$ cat config.mk
export PLATFORM = sky130hd
export DESIGN_NAME = oam_dma
export DESIGN_NICKNAME = d
export VERILOG_FILES = /design/src/rtl/oam_dma.sv
export SDC_FILE = /design/constraint.sdc
export NUM_CORES = 1
export LEC_CHECK = 0
export BUFFER_PORTS_ARGS = -buffer_cell sky130_fd_sc_hd__buf_2
export CAP_MARGIN = 20
export CORE_UTILIZATION = 35
export DETAILED_ROUTE_END_ITERATION = 6
export PLACE_DENSITY = 0.68
export REMOVE_ABC_BUFFERS = 1
export SYNTH_ARGS = -nofsm -noshare
export SYNTH_HDL_FRONTEND = slang
export SYNTH_SLANG_ARGS = --single-unit
export TNS_END_PERCENT = 10
$ cat constraint.sdc
create_clock -name clk -period 1.8 [get_ports clk]
set_clock_uncertainty 0.15 [all_clocks]
set_input_delay 0.18 -clock clk [delete_from_list [all_inputs] [get_ports clk]]
set_output_delay 0.18 -clock clk [all_outputs]
set_load 0.05 [all_outputs]
$ cat src/rtl/oam_dma.sv
// ---------------------------------------------------------------------------
// oam_dma
//
// Sprite-memory DMA engine placed between the 6502 core's bus outputs and the
// system memory bus. While idle it is a transparent passthrough of the CPU
// bus. A CPU write to $4014 latches the written byte as a source page, halts
// the CPU by gating its cycle enable, and copies 256 bytes from $XX00-$XXFF
// into the PPU OAM data port at $2004, one read/write pair per byte.
//
// Build option:
//   OAM_DMA_ODD_ALIGN_EN  when defined, one extra dummy cycle (ODD) is
//                         inserted if the alignment cycle sees parity=1,
//                         matching real console timing (513 or 514 cycles).
//                         When undefined every transfer is 513 cycles.
//
// Ports:
//   clk       system clock, shared with the CPU
//   reset     asynchronous active-high reset
//   ce        CPU cycle enable; all state advances only when ce=1
//   cpu_aout  CPU address            cpu_dout  CPU write data
//   cpu_mr    CPU read strobe        cpu_mw    CPU write strobe
//   mem_din   read data returned by the memory bus
//   cpu_ce    gated enable to the CPU (ce & ~busy)
//   bus_aout  address to memory bus  bus_dout  write data to memory bus
//   bus_mr    read strobe to bus     bus_mw    write strobe to bus
//   busy      high whenever a transfer is in progress
// ---------------------------------------------------------------------------
module oam_dma (
  input  logic        clk,
  input  logic        reset,
  input  logic        ce,
  input  logic [15:0] cpu_aout,
  input  logic [7:0]  cpu_dout,
  input  logic        cpu_mr,
  input  logic        cpu_mw,
  input  logic [7:0]  mem_din,
  output logic        cpu_ce,
  output logic [15:0] bus_aout,
  output logic [7:0]  bus_dout,
  output logic        bus_mr,
  output logic        bus_mw,
  output logic        busy
);

  typedef enum logic [2:0] {
    IDLE  = 3'd0,
    ALIGN = 3'd1,
    ODD   = 3'd2,
    READ  = 3'd3,
    WRITE = 3'd4
  } dmaState_t;

  localparam logic [15:0] DmaTriggerAddr = 16'h4014;
  localparam logic [15:0] OamDataAddr    = 16'h2004;

  dmaState_t state;
  dmaState_t nextState;

  logic [7:0] page;
  logic [7:0] addr;
  logic [7:0] data;
  logic       parity;

  logic       trigger;
  logic       lastByte;
  logic       oddAlignEn;

  // Compile-time switch for the odd-cycle alignment behaviour. Keeping it as
  // a constant signal lets the next-state logic stay identical in both builds.
`ifdef OAM_DMA_ODD_ALIGN_EN
  assign oddAlignEn = 1'b1;
`else
  assign oddAlignEn = 1'b0;
`endif

  // A $4014 write is only recognised while idle; once busy the CPU is halted
  // and its strobes never reach the bus, so it cannot retrigger.
  assign trigger  = ce & cpu_mw & (cpu_aout == DmaTriggerAddr) & (state == IDLE);
  assign lastByte = (addr == 8'hFF);

  // State register. Reset aborts any transfer immediately.
  always_ff @(posedge clk or posedge reset) begin
    if (reset) begin
      state <= IDLE;
    end else if (ce) begin
      state <= nextState;
    end
  end

  // Next-state logic. The machine only moves on ce=1 cycles (enforced by the
  // state register), so this block just describes the sequence.
  always_comb begin
    nextState = state;
    case (state)
      IDLE: begin
        if (trigger) begin
          nextState = ALIGN;
        end
      end
      ALIGN: begin
        if (oddAlignEn && parity) begin
          nextState = ODD;
        end else begin
          nextState = READ;
        end
      end
      ODD: begin
        nextState = READ;
      end
      READ: begin
        nextState = WRITE;
      end
      WRITE: begin
        if (lastByte) begin
          nextState = IDLE;
        end else begin
          nextState = READ;
        end
      end
      default: begin
        nextState = IDLE;
      end
    endcase
  end

  // Transfer datapath: source page, byte index, the byte in flight, and the
  // free-running cycle parity used to decide on the extra alignment cycle.
  // The byte index is cleared on trigger so every copy starts at $XX00 even
  // if a previous transfer was cut short.
  always_ff @(posedge clk or posedge reset) begin
    if (reset) begin
      page   <= 8'h00;
      addr   <= 8'h00;
      data   <= 8'h00;
      parity <= 1'b0;
    end else if (ce) begin
      parity <= ~parity;
      case (state)
        IDLE: begin
          if (trigger) begin
            page <= cpu_dout;
            addr <= 8'h00;
          end
        end
        READ: begin
          data <= mem_din;
        end
        WRITE: begin
          addr <= addr + 8'd1;
        end
        default: begin
        end
      endcase
    end
  end

  // Bus outputs. These are combinational from the registered state and the
  // live CPU inputs so that passthrough adds no latency. Outside IDLE the
  // CPU strobes are forced off; the dummy cycles leave the CPU address on
  // the bus with no strobe asserted.
  always_comb begin
    bus_aout = cpu_aout;
    bus_dout = cpu_dout;
    bus_mr   = cpu_mr;
    bus_mw   = cpu_mw;
    busy     = (state != IDLE);
    cpu_ce   = ce & (state == IDLE);
    case (state)
      ALIGN, ODD: begin
        bus_mr = 1'b0;
        bus_mw = 1'b0;
      end
      READ: begin
        bus_aout = {page, addr};
        bus_mr   = 1'b1;
        bus_mw   = 1'b0;
      end
      WRITE: begin
        bus_aout = OamDataAddr;
        bus_dout = data;
        bus_mr   = 1'b0;
        bus_mw   = 1'b1;
      end
      default: begin
      end
    endcase
  end

endmodule

# Word-level counts from Yosys, hierarchy flattened

Cells that the tools add are included.

Bits in registers: 27
Output and inout bits: 28

Bitwise operators: 4
Add/sub/neg operators: 1
Mux-type cells: 9
Equality and inequality tests: 7
Reductions and logical operators: 10

Operators by type and width:

| operator                                                                | number |
|---|---|
| 16-bit case mux with 2 select lines                                     | 1 |
| 16-bit by 15-bit equality test with 1-bit output, second input constant | 1 |
| 8-bit two-way mux                                                       | 2 |
| 8-bit case mux with 2 select lines                                      | 1 |
| 3-bit case mux with 4 select lines                                      | 1 |
| 8-bit by 1-bit adder with 8-bit output, second input constant           | 1 |
| 8-bit equality test, second input constant                              | 1 |
| 3-bit by 2-bit equality test with 1-bit output, second input constant   | 2 |
| 3-bit AND reduction                                                     | 2 |
| 3-bit OR reduction                                                      | 2 |
| 1-bit bitwise AND                                                       | 4 |
| 1-bit case mux with 2 select lines                                      | 2 |
| 2-bit AND reduction                                                     | 2 |
| 3-bit by 1-bit equality test with 1-bit output, second input constant   | 1 |
| 3-bit equality test, second input constant                              | 1 |
| 3-bit logical NOT                                                       | 1 |
| 3-bit two-way mux                                                       | 1 |
| 3-bit nonzero test                                                      | 1 |
| 2-bit two-way mux                                                       | 1 |
| 2-bit inequality test, second input constant                            | 1 |
| 2-bit nonzero test                                                      | 1 |
| 2-bit OR reduction                                                      | 1 |

# Logic depth before layout (Yosys ltp)

Depth after elaboration: 5
Gate-level depth with buffers: 7
Mapped depth without buffers: 6

# Worst setup path after synthesis

OpenSTA, ideal clock, no wires.

Path kind: reg2out
Start point: register state[1]
End point: output port bus_aout[4]
Required time: 1.470 ns
Arrival: 1.869 ns
Cell stages (with the launch flop): 4
Path slack: -0.399 ns
Cells stage by stage: dfrtp_1 clkbuf_1 nand3_1 o21ai_0

Cells in the longest elaborated chain, start to end: 2
Elaborated cells between the ends (all ways): 3

RTL lines:

| element                                                                               | RTL line | source |
|---|---|---|
| from (decl)                                                                           | 56       | `dmaState_t state;` |
| from (signal assigned)                                                                | 86       | `state <= nextState;` |
| 3-bit equality test or 3-bit by 2-bit equality test with 1-bit output (tied branches) | 168      | `case (state)` |
| 16-bit case mux with 2 select lines *                                                 | 168      |  |
| to (decl)                                                                             | 38       | `output logic [15:0] bus_aout,` |

Mark *: on every way between the ends. The rest lies on a longest branch, timed or not.

# Worst setup path after layout

Start point: register state[0]
End point: output port bus_aout[10]

Same word-level chain as after synthesis.

==> flow_metrics.py <==
metrics = {
    "sta": {
        "post-route-min-period_ns": 1.96,
        "slew_headroom_pct": 71.8,
        "tns_ns": -3.27,
        "setup_viol": 27,
        "max_freq_mhz": 510,
        "slew_viol_final": 0,
        "finalHoldViolCount": 0,
        "fin_ws_ns": -0.163,
        "rsz0062_at_grt": "true",
        "worstMarginPinSlew_ns": 0.422,
        "fin_crit_sh_pct": 109,
    },
    "power_and_ir_drop": {
        "pwr-share-comb_pct": 70.1,
        "p_clk_share_pct": 8.3,
        "peakVddDrop_mv": 0.892,
        "sw_frac_of_total_pct": 49.1,
        "p_leak_nw": 1.34,
        "p_per_area_nw_per_um2": 1580,
        "power.switching_mw": 2.11,
        "p_int_mw": 2.19,
        "seqPwrFrac_pct": 21.6,
    },
    "floorplanning": {
        "core_um2": 4140,
        "row_count": 23,
        "fp.dieArea_um2": 4750,
        "start_util_pct": 37.8,
        "io_pins": 65,
        "fp.dieH_um": 68.9,
        "die_x_um": 68.9,
    },
    "placement": {
        "port_buffers": 64,
        "place_congestion": 0.889,
        "dpl.hpwl_um": 3630,
    },
    "min_path": {
        "hp-class": "in2reg",
    },
    "logic_synthesis": {
        "synthAdderAreaFrac_pct": 1.44,
        "synthCells": 168,
        "yosys_warnings": 0,
        "synth_top_family_by_area": "simple AND/OR/NAND/NOR gates",
        "ys_async_sr_fraction_pct": 100,
        "synth_seq_area_share_pct": 43.1,
        "synth_edf_count": 0,
        "yosysUniqueCellTypes": 35,
        "synth_compound_area_share_pct": 17.1,
        "syn_area_um2": 1570,
        "ys_ff_latch": 27,
        "synth_xor_xnor_area_share_pct": 0,
        "synth_mux_area_share_pct": 12.8,
        "postSynthAreaPerCell_um2": 9.33,
        "yosys.area_share.simple_pct": 21.9,
        "synthFlopType": "dfrtp_1",
    },
    "final_layout": {
        "regArea_um2": 679,
        "final_cell_mix": "buf_2, buf_6, dfrtp_1, buf_4, nand2_1",
        "drive_gt1_share_pct": 56.9,
        "multi_input_comb_area_um2": 988,
        "diodes": 0,
        "nNetsFinal": 313,
        "areaGrowthSynthToFinish_pct": 73.7,
        "postLayoutCoreUtil_pct": 65.7,
        "layout_commonest_cell": "buf_2",
        "nFillCells": 320,
    },
    "grt": {
        "grt_pass1_wl_um": 7730,
        "grt_usage_pct": 22.1,
        "grt_start_max_net_pins": 28,
        "overflow": 0,
        "antenna_found_initial": 0,
        "grt_pass1_vias": 1656,
    },
    "detailed_routing": {
        "first_pass_iters": 4,
        "post_drt_via_cell_ratio": 5.34,
        "drt-wirelength-per-cell_um": 16.4,
        "vias": 1731,
        "drc": 0,
        "drtIter0Drc": 112,
        "ant_nets": 0,
        "routed_wl_um": 5320,
    },
    "worst_setup_path": {
        "worstSetupPathType": "reg2out",
        "timing.critical_path.fanout_max": 9,
        "startpoint_type": "flop",
        "cp.arrival_ns": 1.63,
        "crit_path_end_kind": "output port",
        "crit_required_ns": 1.47,
    },
    "run_status": {
        "status": "finished with violations",
        "violations": "setup timing",
    },
    "clocking": {
        "path_clk_slew_ns": 0.10,
        "clock_path_buffers": 2,
        "cts_sinks": 27,
        "cts_max_level": 1,
        "clk_latency_ns": 0.27,
        "numCtsBuffers": 3,
        "cts_tree": "done",
        "cts_root_buf": "clkbuf_8",
    },
    "flow_run": {
        "max_cap_viol_count": 0,
    },
}
[synth_stat cells, types with 2 or more instances]
library cell	count	area, um^2
nor3_1	5	25.0
dfrtp_1	27	676
o22a_1	3	26.3
nor4_1	2	12.5
nand2_1	39	146
o21ai_0	9	45.0
mux2_2	17	191
nand3_1	5	25.0
a22o_1	12	105
and3_1	2	12.5
nor2_1	7	26.3
clkbuf_1	7	26.3
nand4_1	3	18.8
a21oi_1	2	10.0
o31ai_1	2	15.0
inv_1	7	26.3
[repair_timing]
action / in CTS / in global routing
hold buffers: 12 / 0
hold endpoints to repair: 38 / 0
gates resized for setup: 80 / 39
setup endpoints to repair: 46 / 41
pin swaps: 9 / 18
buffers inserted: 2 / 2
[path summary, 6_finish.rpt]
| path | slack [ns] | endpoint | start | cells past startpoint |
|---|---|---|---|---|
| worst max-delay path | -0.16 | bus_aout[10] | state[0] | 5 |
| worst min-delay path | 0.009 | state[2] | ce | 2 |
| worst max register to register | -0.01 | addr[5] | state[0] | 6 |
| worst min register to register | 0.36 | data[5] | data[5] | 1 |
| max in group asynchronous | 0.86 | state[2] | reset | 4 |
| min in group asynchronous | 0.36 | data[6] | reset | 4 |
[cell families after synthesis]
family	Yosys count
fa+ha+maj	2
compound gates	36
mux	18
flops	27
buf+inv	15
simple gates	70
[per-layer routing]
| layer | up-vias | share of wire [%] | global-route usage (%) |
|---|---|---|---|
| li1 | 820 | - | - |
| met1 | 831 | 42 | 29.6 |
| met2 | 74 | 50 | 37.6 |
| met3 | 6 | 6.3 | 4.28 |
| met4 | 0 | 1.0 | 2.81 |
| met5 | - | 0 | 0 |
[flip-flops by register name, indices dropped and copies added (netlist names)]
signal / cells
addr: 8
data: 8
page: 8
state: 3
[worst max-delay path, cell delays in order, from the launching register on]
cell and delay (ns):
dfrtp_2 0.49, nand2_2 0.12, nor2_4 0.17, buf_4 0.21, a22o_1 0.19, buf_6 0.17
[through the flow]
stage / area, um^2 / power (mW) / setup WS [ns] / hold slack (ns) / cells
finish: 2720 / 4.31 / -0.163 / 0.00903 / 324
global route: 2720 / 4.52 / -0.206 / 0.0265 / 324
CTS: 2580 / 4.11 / -0.130 / 0.00165 / 322
detailed placement: 2140 / 3.19 / -0.186 / 0.115 / 304
global placement: 2140 / 3.17 / -0.130 / 0.107 / 304
floorplan: 1540 / 2.42 / -0.920 / 0.0827 / 160
[power by group through the flow]
| stage | clock network (mW) | registers [mW] | logic [mW] |
|---|---|---|---|
| 2_1_floorplan | 0 | 0.889 | 1.53 |
| 3_3_place_gp | 0 | 0.880 | 2.29 |
| 3_5_place_dp | 0 | 0.887 | 2.30 |
| 4_1_cts | 0.364 | 0.916 | 2.83 |
| 5_1_grt | 0.388 | 0.954 | 3.17 |
| 6_report | 0.358 | 0.931 | 3.02 |
[final cells by class]
| class | count | area share [%] |
|---|---|---|
| multi-input cells | 126 | 36.3 |
| flip-flops and latches | 27 | 25.0 |
| well taps | 50 | 2.30 |
| clock inverters | 1 | 0.276 |
| clock buffers | 3 | 1.52 |
| inverters | 7 | 0.965 |
| repair buffers | 110 | 33.7 |
(Power assumes the default switching activity.)
